**src/rtl/jtag_host_scan.sv**
```systemverilog
// jtag_host_scan: host-side JTAG scan engine.
// Turns reset/IR/DR/idle requests into TCK/TMS/TDI sequences and returns TDO.
module jtag_host_scan #(
    parameter int ClkDiv = 4,
    parameter int MaxLen = 64,
    localparam int LenW = $clog2(MaxLen + 1)
) (
    input  logic              clk_i,
    input  logic              rst_i,
    input  logic              req_valid_i,
    output logic              req_ready_o,
    input  logic [1:0]        req_op_i,
    input  logic [LenW-1:0]   req_len_i,
    input  logic [MaxLen-1:0] req_data_i,
    output logic              rsp_valid_o,
    input  logic              rsp_ready_i,
    output logic [MaxLen-1:0] rsp_data_o,
    output logic              tck_o,
    output logic              tms_o,
    output logic              tdi_o,
    input  logic              tdo_i
);

    localparam int DivW = (ClkDiv > 1) ? $clog2(ClkDiv) : 1;
    localparam int IdxW = (MaxLen > 1) ? $clog2(MaxLen) : 1;
    localparam logic [DivW-1:0] DivLast = DivW'(ClkDiv - 1);
    localparam logic [LenW-1:0] LenMax = LenW'(MaxLen);

    typedef enum logic [2:0] {
        IDLE,
        PRE,
        SHIFT,
        POST,
        RESP
    } state_t;

    state_t            state_q;
    logic [DivW-1:0]   div_q;
    logic              tck_q;
    logic              tms_q;
    logic              tdi_q;
    logic              ready_q;
    logic              rsp_valid_q;
    logic              need_reset_q;
    logic              scan_q;
    logic [9:0]        pre_q;
    logic [3:0]        pre_cnt_q;
    logic [2:0]        post_q;
    logic [1:0]        post_cnt_q;
    logic [LenW-1:0]   len_q;
    logic [LenW-1:0]   bit_q;
    logic [MaxLen-1:0] data_q;
    logic [MaxLen-1:0] cap_q;

    logic [LenW-1:0]   len_d;
    logic [9:0]        pre_d;
    logic [3:0]        pre_cnt_d;
    logic [2:0]        post_d;
    logic [1:0]        post_cnt_d;
    logic              scan_d;
    logic [3:0]        sp_bits;
    logic [2:0]        sp_cnt;
    logic              do_reset;
    logic [IdxW-1:0]   bit_idx;
    logic [IdxW-1:0]   nxt_idx;

    assign bit_idx = bit_q[IdxW-1:0];
    assign nxt_idx = bit_idx + 1'b1;

    // Build the TMS prefix/suffix (LSB first) for the incoming request.
    always_comb begin
        len_d      = (req_len_i > LenMax) ? LenMax : req_len_i;
        sp_bits    = 4'b0000;
        sp_cnt     = 3'd0;
        post_d     = 3'b000;
        post_cnt_d = 2'd0;
        scan_d     = 1'b0;
        do_reset   = need_reset_q;
        unique case (req_op_i)
            2'd0: begin
                len_d    = '0;
                do_reset = 1'b1;
            end
            2'd1: begin
                scan_d = 1'b1;
                if (len_d == '0) begin
                    sp_bits    = 4'b0011;
                    sp_cnt     = 3'd3;
                    post_d     = 3'b011;
                    post_cnt_d = 2'd3;
                end else begin
                    sp_bits    = 4'b0011;
                    sp_cnt     = 3'd4;
                    post_d     = 3'b001;
                    post_cnt_d = 2'd2;
                end
            end
            2'd2: begin
                scan_d = 1'b1;
                if (len_d == '0) begin
                    sp_bits    = 4'b0001;
                    sp_cnt     = 3'd2;
                    post_d     = 3'b011;
                    post_cnt_d = 2'd3;
                end else begin
                    sp_bits    = 4'b0001;
                    sp_cnt     = 3'd3;
                    post_d     = 3'b001;
                    post_cnt_d = 2'd2;
                end
            end
            default: begin
                scan_d = 1'b0;
            end
        endcase
        if (do_reset) begin
            pre_d     = {sp_bits, 6'b011111};
            pre_cnt_d = {1'b0, sp_cnt} + 4'd6;
        end else begin
            pre_d     = {6'b000000, sp_bits};
            pre_cnt_d = {1'b0, sp_cnt};
        end
    end

    // Scan FSM with TCK divider; TMS/TDI move on TCK fall, TDO sampled on rise.
    always_ff @(posedge clk_i) begin
        if (rst_i) begin
            state_q      <= IDLE;
            div_q        <= '0;
            tck_q        <= 1'b0;
            tms_q        <= 1'b1;
            tdi_q        <= 1'b0;
            ready_q      <= 1'b1;
            rsp_valid_q  <= 1'b0;
            need_reset_q <= 1'b1;
            scan_q       <= 1'b0;
            pre_q        <= '0;
            pre_cnt_q    <= '0;
            post_q       <= '0;
            post_cnt_q   <= '0;
            len_q        <= '0;
            bit_q        <= '0;
            data_q       <= '0;
            cap_q        <= '0;
        end else begin
            unique case (state_q)
                IDLE: begin
                    if (req_valid_i) begin
                        ready_q      <= 1'b0;
                        div_q        <= '0;
                        tck_q        <= 1'b0;
                        tdi_q        <= 1'b0;
                        data_q       <= req_data_i;
                        cap_q        <= '0;
                        len_q        <= len_d;
                        bit_q        <= '0;
                        scan_q       <= scan_d;
                        pre_q        <= pre_d;
                        pre_cnt_q    <= pre_cnt_d;
                        post_q       <= post_d;
                        post_cnt_q   <= post_cnt_d;
                        need_reset_q <= 1'b0;
                        if (pre_cnt_d != 4'd0) begin
                            state_q <= PRE;
                            tms_q   <= pre_d[0];
                        end else if (len_d != '0) begin
                            state_q <= SHIFT;
                            tms_q   <= 1'b0;
                        end else begin
                            state_q     <= RESP;
                            rsp_valid_q <= 1'b1;
                        end
                    end
                end
                PRE, SHIFT, POST: begin
                    if (div_q != DivLast) begin
                        div_q <= div_q + 1'b1;
                    end else begin
                        div_q <= '0;
                        tck_q <= ~tck_q;
                        if (!tck_q) begin
                            if (state_q == SHIFT && scan_q) begin
                                cap_q[bit_idx] <= tdo_i;
                            end
                        end else if (state_q == PRE) begin
                            if (pre_cnt_q != 4'd1) begin
                                pre_q     <= pre_q >> 1;
                                pre_cnt_q <= pre_cnt_q - 4'd1;
                                tms_q     <= pre_q[1];
                            end else if (len_q != '0) begin
                                state_q <= SHIFT;
                                tms_q   <= scan_q & (len_q == LenW'(1));
                                tdi_q   <= scan_q & data_q[0];
                            end else if (post_cnt_q != 2'd0) begin
                                state_q <= POST;
                                tms_q   <= post_q[0];
                            end else begin
                                state_q     <= RESP;
                                rsp_valid_q <= 1'b1;
                            end
                        end else if (state_q == SHIFT) begin
                            if (bit_q != len_q - LenW'(1)) begin
                                bit_q <= bit_q + LenW'(1);
                                tms_q <= scan_q & (bit_q + LenW'(2) == len_q);
                                tdi_q <= scan_q & data_q[nxt_idx];
                            end else begin
                                tdi_q <= 1'b0;
                                if (post_cnt_q != 2'd0) begin
                                    state_q <= POST;
                                    tms_q   <= post_q[0];
                                end else begin
                                    state_q     <= RESP;
                                    rsp_valid_q <= 1'b1;
                                end
                            end
                        end else begin
                            if (post_cnt_q != 2'd1) begin
                                post_q     <= post_q >> 1;
                                post_cnt_q <= post_cnt_q - 2'd1;
                                tms_q      <= post_q[1];
                            end else begin
                                state_q     <= RESP;
                                rsp_valid_q <= 1'b1;
                            end
                        end
                    end
                end
                RESP: begin
                    if (rsp_ready_i) begin
                        state_q     <= IDLE;
                        rsp_valid_q <= 1'b0;
                        ready_q     <= 1'b1;
                    end
                end
                default: begin
                    state_q <= IDLE;
                    ready_q <= 1'b1;
                end
            endcase
        end
    end

    assign req_ready_o = ready_q;
    assign rsp_valid_o = rsp_valid_q;
    assign rsp_data_o  = cap_q;
    assign tck_o       = tck_q;
    assign tms_o       = tms_q;
    assign tdi_o       = tdi_q;

endmodule

```
**config.mk**
```make
export PLATFORM = sky130hd
export DESIGN_NAME = jtag_host_scan
export DESIGN_NICKNAME = d
export VERILOG_FILES = /design/src/rtl/jtag_host_scan.sv
export SDC_FILE = /design/constraint.sdc
export NUM_CORES = 1
export LEC_CHECK = 0
export ABC_AREA = 1
export CORE_UTILIZATION = 50
export CTS_BUF_LIST = sky130_fd_sc_hd__clkbuf_8
export CTS_CLUSTER_DIAMETER = 150
export CTS_CLUSTER_SIZE = 24
export DETAILED_ROUTE_END_ITERATION = 7
export HOLD_SLACK_MARGIN = 0.1
export PLACE_DENSITY_LB_ADDON = 0.3
export SYNTH_ARGS = -nofsm -noshare
export SYNTH_HDL_FRONTEND = slang
export SYNTH_SLANG_ARGS = --single-unit
export TNS_END_PERCENT = 50
```
**constraint.sdc**
```tcl
create_clock -name clk_i -period 1.76 [get_ports clk_i]
set_input_delay 0.352 -clock clk_i [delete_from_list [all_inputs] [get_ports clk_i]]
set_output_delay 0.352 -clock clk_i [all_outputs]
set_load 0.05 [all_outputs]
```
==> metrics.md <==
| Metric | Value |
|---|---|
| Clk sink count | `169` |
| Synth Net Count | `1345` |
| Final core utilization | `0.7482` |
| Via count | `9450` |
| Post-Syn Area | `0.008396 mm2` |
| Die area | `0.01731 mm2` |
| Post-route setup slack | `-148.2 ps` |
| Area grow syn2layout | `46.74%` |
| Pwr dens | `1409 mW/mm2` |
| First-pass GRT wire length | `38990 um` |
| Effective utilization at floorplan | `0.5099` |
| Fillers | `1194` |
| Period utilisation layout | `1.084` |
| Worst hold path type | `input pin to flop` |
| Largest net degree at the start of global routing | `71` |
| Synth warnings | `0` |
| Setup crit end kind | `flop` |
| CTS tree | `built` |
| Share of the yosys chip area belonging to registers | `0.4030` |
| RePlAce Congestion | `0.9228` |
| DR vias/cell | `5.478` |
| Total power | `17.36 mW` |
| Drt wl/cell | `15.64 um` |
| Final Non-Filler Cells | `1725` |
| Core box area | `0.01647 mm2` |
| Ant. Diodes | `0` |
| Failing checks | `negative setup slack` |
| Root Buffer | `clkbuf_8` |
| Clock skew | `15.79 ps` |
| Port bufs | `146` |
| Worst skew pair latency | `480 ps` |
| Die Width | `131.6 um` |
| DRT Pass-1 Iters | `5` |
| Row count | `47` |
| Die height | `131.6 um` |
| Clock Path Buffers | `2` |
| R2R depth | `13` |
| GR Util All Layers | `0.2752` |
| #FFs+latches synth | `169` |
| Actual slew at the worst max-slew pin | `441.6 ps` |
| RSZ-0062 raised after global routing | `yes` |
| Max-slew violations | `0` |
| Critical Path AT | `2280 ps` |
| Post-Place Cells | `1663` |
| Worst r2r src | `len_q[1]` |
| CP endpoint | `rsp_valid_o` |
| Flop2flop setup slack | `-150 ps` |
| Final HPWL DP | `16260 um` |
| First DRT Iteration DRCs | `968` |
| Worst Path Required | `2130 ps` |
| Register area | `0.003401 mm2` |
| Final hold slack | `391.6 ps` |
| Post-route ant nets | `0` |
| Max-cap violations | `0` |
| Worst rel slew slack | `0.7056` |
| Area of the multi-input gates | `0.005055 mm2` |
| CP startpoint kind | `flop` |
| Setup Viol. Count Final | `68` |
| Maximum fanout along the worst path | `5` |
| Post-synth EDFFs | `0` |
| Setup TNS | `-5934 ps` |
| Global route total overflow | `0` |
| H-tree depth | `4` |
| Primary FF master, synth | `dfxtp_1` |
| Crit path kind | `flop to flop` |
| Final #Nets | `1585` |
| Worst VDD drop | `0.9216 mV` |
| Asr flop ratio synth | `0` |
| Vias in the first global route | `8270` |
| Final wirelength | `26980 um` |
| RR Endpoint | `rsp_valid_o` |
| Max Fclk | `524.0 MHz` |
| Cts bufs inserted | `17` |
| I/O pin cnt | `147` |
| CP Launch Point | `len_q[1]` |
| Leak pwr | `5.569 nW` |
| Yosys cell types | `45` |
| Avg Inst Size Synth | `6.706 um2` |
| Outcome | `finished with violations` |
| Mapped Cells | `1252` |
| Final hold vios | `0` |
| Clock-pin transition on the worst setup and hold timing paths | `90 ps` |
| Drt drc | `0` |
| Initial antenna violation count | `0` |
| Layout cells sized above 1 | `0.3030` |
| Tmin final | `1908 ps` |
logic make-up (layout without fill, tap and decap cells):
kind of cell,Yosys count,after routing,synth area share
flip-flops,169,169,0.4030
XOR/XNOR,16,16,0.01759
buffers and inverters,190,442,0.09434
AO/OA/AOI/OAI,282,282,0.1797
AND/OR/NAND/NOR,579,580,0.2818
adder cells (fa/ha/maj),15,15,0.02235
multiplexers,1,1,0.001192
routing by layer:
metal	share of wire	routed length, um	up-vias	track usage
met3	0.069	1868	91	0.04321
met5	0	0	-	0
li1	-	-	4521	-
met4	0.036	970	0	0.09884
met2	0.48	13010	440	0.4471
met1	0.41	11130	4398	0.3684
where the power goes:
part / switching (mW) / leakage (nW) / internal, mW
clock: 1.60 / 0.205 / 1.32
combinational: 5.86 / 3.98 / 3.76
sequential: 0.368 / 1.38 / 4.44
total: 7.83 / 5.57 / 9.53
final cells by class:
type                       count  area share
multi-input combinational    894      0.4103
clock inverter                15     0.01463
timing repair buffer         284      0.2185
inverter                     126     0.03920
tap                          220     0.02234
sequential                   169      0.2761
clock buffer                  17     0.01899
what timing repair did:
item | 4_1_cts | 5_1_grt
setup endpoints to repair | 79 | 162
hold buffers | 0 | 0
pin swaps | 9 | 81
gates resized for setup | 24 | 268
gates cloned | 2 | 11
endpoints found under the hold margin | 0 | 0
setup buffers | 0 | 19
through the flow:
stage          area [um2]  worst slack, ps
2_1_floorplan        8419           -20.86
3_3_place_gp        10590           -389.9
3_5_place_dp        10590           -470.6
4_1_cts             11120           -95.16
5_1_grt             12320           -260.8
6_report            12320           -148.2
synth_stat cells (2+ instances only):
cell type	instances	area (um2)
o211ai_1	9	67.56
buf_2	12	60.06
nand4_1	4	25.02
a31oi_1	6	37.54
buf_6	4	45.04
a21oi_1	94	470.5
o21ai_1	5	25.02
inv_2	9	33.78
nand2_1	305	1145
o22ai_1	5	31.28
nand3_1	79	395.4
nor3_1	7	35.03
clkbuf_1	34	127.6
dfxtp_1	169	3383
nand2_2	4	25.02
nor2_1	167	626.9
buf_4	9	67.56
xor2_1	9	78.83
nor2_4	2	22.52
a211oi_1	3	22.52
or2_2	3	18.77
o21ai_0	148	740.7
buf_1	5	18.77
o32ai_1	2	17.52
ha_1	15	187.7
inv_1	117	439.2
a22o_1	3	26.28
xnor2_1	6	52.55
worst max-delay path, stage by stage, from the launching register on:
cell,delay [ps]
dfxtp_2,340
inv_2,50
ha_4,160
or2_4,250
nand3_2,50
nand2_1,60
nor3_2,250
nand2_1,140
nand2_2,130
nand2_2,90
inv_2,110
nand2_1,60
nand2_1,60
a21oi_1,50
worst min path at each step:
stage               start             end  cells after the start
2_1_floorplan  data_q[57]      data_q[57]                      2
3_3_place_gp   data_q[57]      data_q[57]                      2
3_5_place_dp   data_q[57]      data_q[57]                      2
4_1_cts             rst_i      state_q[0]                      3
5_1_grt             rst_i  rsp_data_o[63]                      3
6_report            rst_i  rsp_data_o[63]                      3
registers in the layout, indices dropped and copies added (netlist names), 2 cells and up:
register    flops
rsp_data_o     64
len_q           7
data_q         64
state_q         3
pre_cnt_q       4
post_q          2
div_q           2
bit_q           7
pre_q           7
post_cnt_q      2
layout by cell type (no fill, tap or decap), types with 4 or more instances in the layout:
cell type / count
o21ai_1: 28
buf_6: 11
o21ai_2: 12
clkbuf_8: 17
a31oi_1: 6
nand2_2: 21
a21oi_2: 52
xor2_1: 8
o22ai_1: 4
o211ai_1: 9
buf_4: 171
a21oi_1: 43
xnor2_1: 5
clkdlybuf4s50_1: 76
ha_1: 12
buf_12: 12
dfxtp_2: 8
nand4_1: 4
nor3_1: 7
nor2_2: 27
inv_1: 107
inv_6: 7
clkbuf_16: 8
nand3_2: 11
inv_2: 15
dfxtp_1: 159
nand2_1: 246
nor2_1: 137
inv_4: 4
nand2_4: 43
o21ai_0: 113
nand3_1: 68
nor2_4: 6
No activity file was read; power rests on OpenSTA's default activity.
